===== src/rtl/reg_dump.sv =====
// reg_dump: walks an inclusive, wrapping address range of an external register
// file and presents each register as a valid/ready word.
//
// Ports
//   clk        rising-edge clock
//   rst_n      asynchronous active-low reset
//   start      begin a dump (only looked at while idle)
//   lo_addr    first register index, latched on start
//   hi_addr    last register index (inclusive), latched on start
//   rd_addr    read address to the register file
//   rd_data    combinational read data for rd_addr
//   out_valid  out_addr/out_data hold a word
//   out_ready  consumer accepts the word while out_valid=1
//   out_addr   index of the presented word
//   out_data   captured contents of the presented word
//   busy       high whenever not idle
//   done       single-cycle pulse after the last word is accepted
//
// state | meaning
// IDLE  | waiting for start
// READ  | rd_addr=ptr, capture into the output register at the next edge
// SEND  | word presented, waiting for out_ready
// DONE  | last word accepted, done pulse for one cycle

module reg_dump #(
  parameter int ADDRESS_WIDTH = 5,
  parameter int DATA_WIDTH    = 32
) (
  input  logic                     clk,
  input  logic                     rst_n,
  input  logic                     start,
  input  logic [ADDRESS_WIDTH-1:0] lo_addr,
  input  logic [ADDRESS_WIDTH-1:0] hi_addr,
  output logic [ADDRESS_WIDTH-1:0] rd_addr,
  input  logic [DATA_WIDTH-1:0]    rd_data,
  output logic                     out_valid,
  input  logic                     out_ready,
  output logic [ADDRESS_WIDTH-1:0] out_addr,
  output logic [DATA_WIDTH-1:0]    out_data,
  output logic                     busy,
  output logic                     done
);

  typedef enum logic [1:0] {
    IDLE,
    READ,
    SEND,
    DONE
  } state_t;

  state_t                   state, state_nxt;
  logic [ADDRESS_WIDTH-1:0] ptr, ptr_nxt;
  logic [ADDRESS_WIDTH-1:0] end_reg, end_nxt;
  logic                     valid_nxt;
  logic [ADDRESS_WIDTH-1:0] oaddr_nxt;
  logic [DATA_WIDTH-1:0]    odata_nxt;

  always_ff @(posedge clk or negedge rst_n) begin
    if (!rst_n) begin
      state     <= IDLE;
      ptr       <= '0;
      end_reg   <= '0;
      out_valid <= 1'b0;
      out_addr  <= '0;
      out_data  <= '0;
    end else begin
      state     <= state_nxt;
      ptr       <= ptr_nxt;
      end_reg   <= end_nxt;
      out_valid <= valid_nxt;
      out_addr  <= oaddr_nxt;
      out_data  <= odata_nxt;
    end
  end

  always_comb begin
    state_nxt = state;
    ptr_nxt   = ptr;
    end_nxt   = end_reg;
    valid_nxt = out_valid;
    oaddr_nxt = out_addr;
    odata_nxt = out_data;
    case (state)
      IDLE: begin
        if (start) begin
          ptr_nxt   = lo_addr;
          end_nxt   = hi_addr;
          state_nxt = READ;
        end
      end
      READ: begin
        // rd_data is sampled at this edge, so a same-edge write to the
        // register file cannot leak into the captured word.
        odata_nxt = rd_data;
        oaddr_nxt = ptr;
        valid_nxt = 1'b1;
        state_nxt = SEND;
      end
      SEND: begin
        if (out_ready) begin
          valid_nxt = 1'b0;
          if (ptr == end_reg) begin
            state_nxt = DONE;
          end else begin
            // natural overflow gives the wrap from the top index back to 0
            ptr_nxt   = ptr + 1'b1;
            state_nxt = READ;
          end
        end
      end
      DONE: begin
        state_nxt = IDLE;
      end
      default: begin
        state_nxt = IDLE;
      end
    endcase
  end

  assign rd_addr = ptr;
  assign busy    = (state != IDLE);
  assign done    = (state == DONE);

endmodule


===== config.mk =====
export PLATFORM = sky130hd
export DESIGN_NAME = reg_dump
export DESIGN_NICKNAME = d
export VERILOG_FILES = /design/src/rtl/reg_dump.sv
export SDC_FILE = /design/constraint.sdc
export NUM_CORES = 1
export LEC_CHECK = 0
export ABC_AREA = 1
export CAP_MARGIN = 20
export CELL_PAD_IN_SITES_DETAIL_PLACEMENT = 1
export CELL_PAD_IN_SITES_GLOBAL_PLACEMENT = 1
export CORE_MARGIN = 3
export CORE_UTILIZATION = 30
export CTS_CLUSTER_DIAMETER = 50
export DETAILED_ROUTE_END_ITERATION = 16
export PLACE_DENSITY = 0.8
export SYNTH_ARGS = -nofsm -noshare
export SYNTH_HDL_FRONTEND = slang
export SYNTH_SLANG_ARGS = --single-unit

===== constraint.sdc =====
create_clock -name clk -period 1.85 [get_ports clk]
set_clock_uncertainty 0.2 [all_clocks]
set_input_delay 0.37 -clock clk [delete_from_list [all_inputs] [get_ports clk]]
set_output_delay 0.37 -clock clk [all_outputs]
set_load 0.01 [all_outputs]

== Yosys cells after proc, flatten, opt, wreduce, memory -nomap -nowiden ==
Cells that the tools add are included.

* $add $sub $neg: 1
* Equal/unequal tests: 7
* Multiplexer cells: 10
* Reduce and logical (&&, ||, !) cells: 8

{| class="wikitable"
|+ Operator list
! kind !! count
|-
| two-way mux 5 bit || 3
|-
| one-hot mux 5 bit (2 select lines) || 1
|-
| one-hot mux 2 bit (4 select lines) || 1
|-
| two-way mux 2 bit || 3
|-
| inequality test 2 bit (second input constant) || 3
|-
| AND reduction 2 bit || 3
|-
| nonzero test 2 bit || 3
|-
| adder 5 x 1 -> 5 bit (second input constant) || 1
|-
| equality test 5 bit || 1
|-
| equality test 2 bit (second input constant) || 2
|-
| AND reduction 4 bit || 1
|-
| equality test 2 x 1 -> 1 bit (second input constant) || 1
|-
| zero test 2 bit || 1
|-
| one-hot mux 1 bit (2 select lines) || 1
|-
| two-way mux 1 bit || 1
|}

* Register bits: 50
* Output and inout port bits: 45

== Logic depth before layout (Yosys ltp) ==
* Depth after elaboration: 4
* Mapped depth: 9

== Least setup slack after synthesis ==
Ideal clock, no wire load.

* Path kind: register -> register
* From: register ptr[2], in the netlist rd_addr[2]
* To: register ptr[0], in the netlist rd_addr[0]
* Library setup time: 65 ps
* Arrival time: 1142 ps
* Required time: 1585 ps
* Slack: 443 ps
* Stages on the path, launching flop included: 10
* Buffers on the path: 1
* Clock period less this slack: 1407 ps
* Cells stage by stage: dfrtp_1 -> buf_2 -> inv_1 -> nand2_1 -> nand2_1 -> nor2_4 -> nand3_4 -> nand2_4 -> nand2_1 -> nand2_1

* Cells in the longest elaborated chain, start to end: 3

{| class="wikitable"
|+ Ends and longest elaborated chain
! item !! RTL line !! RTL
|-
| start, declared || 52 || <nowiki>logic [ADDRESS_WIDTH-1:0] ptr, ptr_nxt;</nowiki>
|-
| start signal, assigned || 68 || <nowiki>ptr <= ptr_nxt;</nowiki>
|-
| equality test 5 bit || 102 || <nowiki>if (ptr == end_reg) begin</nowiki>
|-
| inequality test 2 bit (no source line) || -- ||
|-
| AND reduction 4 bit (no source line) || -- ||
|}

Every way passes these cells.
A chain may end at the register's enable or synchronous reset.

== Final worst setup path ==
* From: register ptr[1], in the netlist rd_addr[1]
* To: output rd_addr[1]

{| class="wikitable"
|+ RTL lines
! item !! RTL line !! RTL
|-
| end, declared || 34 || <nowiki>output logic [ADDRESS_WIDTH-1:0] rd_addr,</nowiki>
|}

No word-level cell between the ends.

==> summary by stage <==
Clock tree
In this run, CTS created clock tree buffers numbering 5. The cell sitting at the root of the clock tree is a clkbuf_8. The largest buffer count on any clock path is 2. After clock tree synthesis, the clock-pin slew on the worst setup and hold paths is 0.09 ns. The H-tree generated during clock tree synthesis spans 2 levels. The clock tree from TritonCTS is built.

Clock tree synthesis found a total of 50 sinks. For the worst-skew pair, the clock arrives at the later sink with an insertion delay of ~0.30 ns.

Yosys
The biggest area contributor in the post-synthesis netlist is dfrtp_1. The synthesized instance count is 254. The count of flip-flops with a built-in enable after synthesis is 0. The sequential fraction of the synthesis area is between 50% and 60%. The area fraction of the dominant cell type after synthesis is around 58%. The xor-xnor portion of the synthesized cell area is less than 1%. The total standard cell area after synthesis is between 2000 and 2500 um2. Summing the areas of all compound-gate instances in the mapped netlist gives ~3.1% of the synthesized area. Counting flops and latches in the post-synthesis netlist gives 50. The synthesized netlist devotes 32.6% of its cell area to simple gates. The most common cell in the synthesized netlist is nand2_1. The main combinational cell family by area after synthesis is simple AND/OR/NAND/NOR gates. The share of synthesized area spent on multiplexers is 0.522%.

In the synthesized netlist, the cells that appear most often are nand2_1, dfrtp_1, inv_1. Yosys attributes the largest share of cell area to dfrtp_1, nand2_1, inv_1. The fraction of synthesis flops using an asynchronous set or reset pin is 100%. The count of yosys warnings during synthesis is 0. The number of distinct library cell variants in the gate-level netlist after synthesis is 21. The synthesized-area fraction occupied by adder cells is 0.580%.

The post-synthesis net count is 301. In the synthesized netlist the dominant register cell turns out to be dfrtp_1. Averaged over all synthesized cells, the footprint is ~8.5 um2.

Routing
The routed via count is between 1500 and 2000. The first-iteration detailed-routing DRC count is 69. The number of remaining DRC errors is 0.

The total wire length is 6250 um. After detailed routing, the average wire length per cell comes to 13.7 um. In this run the remaining antenna-violating nets after routing total 0. Using the TritonRoute via totals, the vias-per-cell ratio works out to 4.36. The number of search-and-repair iterations in the first detailed-routing pass is 4.

Pwr
In this run the static leakage power is ~1.7 nW. The overall power of the completed layout is 5.61 mW. Power spread over the standard cell area amounts to 1660 nW/um2. IR analysis of the VDD net gives a maximum drop of slightly below 0.6 mV.

Setup path
The data arrival time of the worst path is between 1 and 1.5 ns. Among all stages on the critical path, the largest delay is contributed by clkdlybuf4s50_1. The endpoint identified for the worst register-to-register timing path is rd_addr[4].

The largest delay contributor family on the critical path is buffers and inverters. The critical path depth is 1. Counting cells, the worst reg-to-reg path comes to 9.

The critical path endpoint is rd_addr[1]. In this design, the stage delay of the slowest critical-path cell is 0.55 ns. The type of destination of the critical path is a primary output. The startpoint identified for the worst register-to-register timing path is rd_addr[0]. The kind of start point of the critical path is a register. STA puts the critical path data required time at 1.28 ns. In this run the register-to-register setup slack is 0.16 ns. The startpoint of the most critical setup path is rd_addr[1]. By startpoint and endpoint, the worst setup path is classified as register to primary output.

The number of buffers and inverters on the critical path is 1. Of all nets on the critical path, the largest fanout is 2. The critical path goes through clkdlybuf4s50_1.

Die
The number of rows in the core area is 30. The die span in x is roughly 91 um. The total die area is between 8000 and 9000 um2. Once the floorplan was initialized, standard cells occupied 31.4% of the core. The overall die height is 90.8 um. The top-level I/O count is 91. In this run the standard cell core region covers 6870 um2.

Place
Detailed placement finished with a half-perimeter wire length of 4660 um. The setup slack after placement is 0.145 ns. The congestion estimate from routability-driven global placement came to 0.821. The number of port buffers is 90.

Timing
The relative slew slack is about 63%. The final hold violation count is 0. Summed over all failing endpoints, the final setup total negative slack is 0 ns.

The clock period could shrink to 1.79 ns. Setup repair after global routing left no endpoint under its margin. The max-slew violation count is 0. Once routing completed, OpenROAD measured the worst setup slack at 0.0599 ns. For this run, the top clock speed supported by timing is about 560 MHz.

Setup violations remaining at the end of the flow were counted as 0. The post-route worst hold slack is 0.275 ns. At the pin with the least slew margin, the transition time is 0.559 ns.

The final cycle utilization of the critical path is a little over nine tenths.

Global routing
The largest net degree at the start of global routing is 29. The leftover overflow at the end of global routing is 0. For this run, the total global-route usage over all layers was measured as 15.6%. The first global-routing pass estimated 10400 um of wire.

The via count of the first global-routing pass came to between 2000 and 2500. The number of antenna violations at the first check in global routing is 0.

Min path
In this run the worst hold path is classified as register to register. The worst hold path begins at out_data[30].

Layout
The repair_antennas step left the layout with diodes totalling 0. Fill cells in the final layout number about 820. From synthesis to final layout, the design area changed by 56.2%.

After the last flow step, the layout net total stands at 406. The fraction of layout cells with a size suffix above 1 is between 10% and 20%. The flip-flop count of the largest register after layout is 32.

The register with the highest flop count is out_data. The final cell utilization of the core is 49.0%.

Status
The flow ran to the end, and the final reports show no timing, DRC or antenna violations.

Run
Max-cap violations in this run came to 0.
==> per-layer routing <==
| metal | share of wire, % | vias up | track usage (%) | routed length [um] |
|---|---|---|---|---|
| met3 | 5.3 | 9 | 4.33 | 333 |
| met5 | 0 | - | 0 | 0 |
| met4 | 1.3 | 0 | 5.15 | 82 |
| li1 | - | 983 | - | - |
| met2 | 50 | 58 | 26.4 | 3120 |
| met1 | 43 | 939 | 19.3 | 2720 |
==> through the flow <==
step,std cells,area [um2]
after floorplan,254,2160
after global placement,441,3210
after detailed placement,441,3210
after CTS,455,3350
after global routing,456,3370
final,456,3370
==> power by group <==
group / leakage, nW / total [mW] / switching, mW / internal (mW)
logic: 1.05 / 3.01 / 1.56 / 1.45
clock network: 0.0482 / 0.659 / 0.356 / 0.303
registers: 0.608 / 1.94 / 0.309 / 1.63
total: 1.71 / 5.61 / 2.23 / 3.38
==> cells in the final DEF (no fill, tap or decap), types with 2 or more instances in the layout <==
| master | Yosys | final |
|---|---|---|
| clkdlybuf4s50_1 | 0 | 82 |
| inv_1 | 13 | 13 |
| nor2_4 | 2 | 3 |
| nand2_1 | 137 | 137 |
| dlymetal6s2s_1 | 0 | 4 |
| inv_2 | 3 | 3 |
| o21ai_0 | 3 | 3 |
| dlygate4sd2_1 | 0 | 2 |
| dfrtp_2 | 0 | 2 |
| dfrtp_1 | 50 | 48 |
| a21oi_1 | 4 | 4 |
| buf_4 | 1 | 14 |
| nand3_1 | 9 | 9 |
| nand2_4 | 3 | 3 |
| nor2_1 | 8 | 7 |
| clkbuf_8 | 0 | 6 |
| nand4_1 | 2 | 2 |
| o21ai_1 | 5 | 5 |
==> layout make-up <==
type                    count  area [um2]  share of cell area, %
clock buffers               7        86.3                   2.56
clock inverters             1        5.00                  0.149
inverters                  16        60.1                   1.78
multi-input cells         180         810                   24.0
flip-flops and latches     50        1250                   37.2
well taps                  96         120                   3.57
repair buffers            106        1030                   30.7
==> how the worst min path moves through the flow <==
stage | depth (start not counted) | to | slack [ns]
CTS | 2 | out_data[30] | 0.28
global route | 2 | out_data[13] | 0.30
floorplan | 0 | end_reg[0] | -0.13
finish | 2 | out_data[30] | 0.27
detailed placement | 1 | out_data[21] | 0.19
global placement | 1 | out_data[21] | 0.19
==> cells by family after synthesis <==
family,Yosys count
AND/OR/NAND/NOR,164
flip-flops,50
buffers and inverters,24
AO/OA/AOI/OAI,13
XOR/XNOR,1
multiplexers,1
adder cells (fa/ha/maj),1
==> what timing repair did <==
action                     4_1_cts  5_1_grt
hold buffers                     1        0
setup buffers                    5        1
hold endpoints to repair        22        0
gates resized for setup          7        6
setup endpoints to repair        6        5
Power figures use the tool's default switching activity.
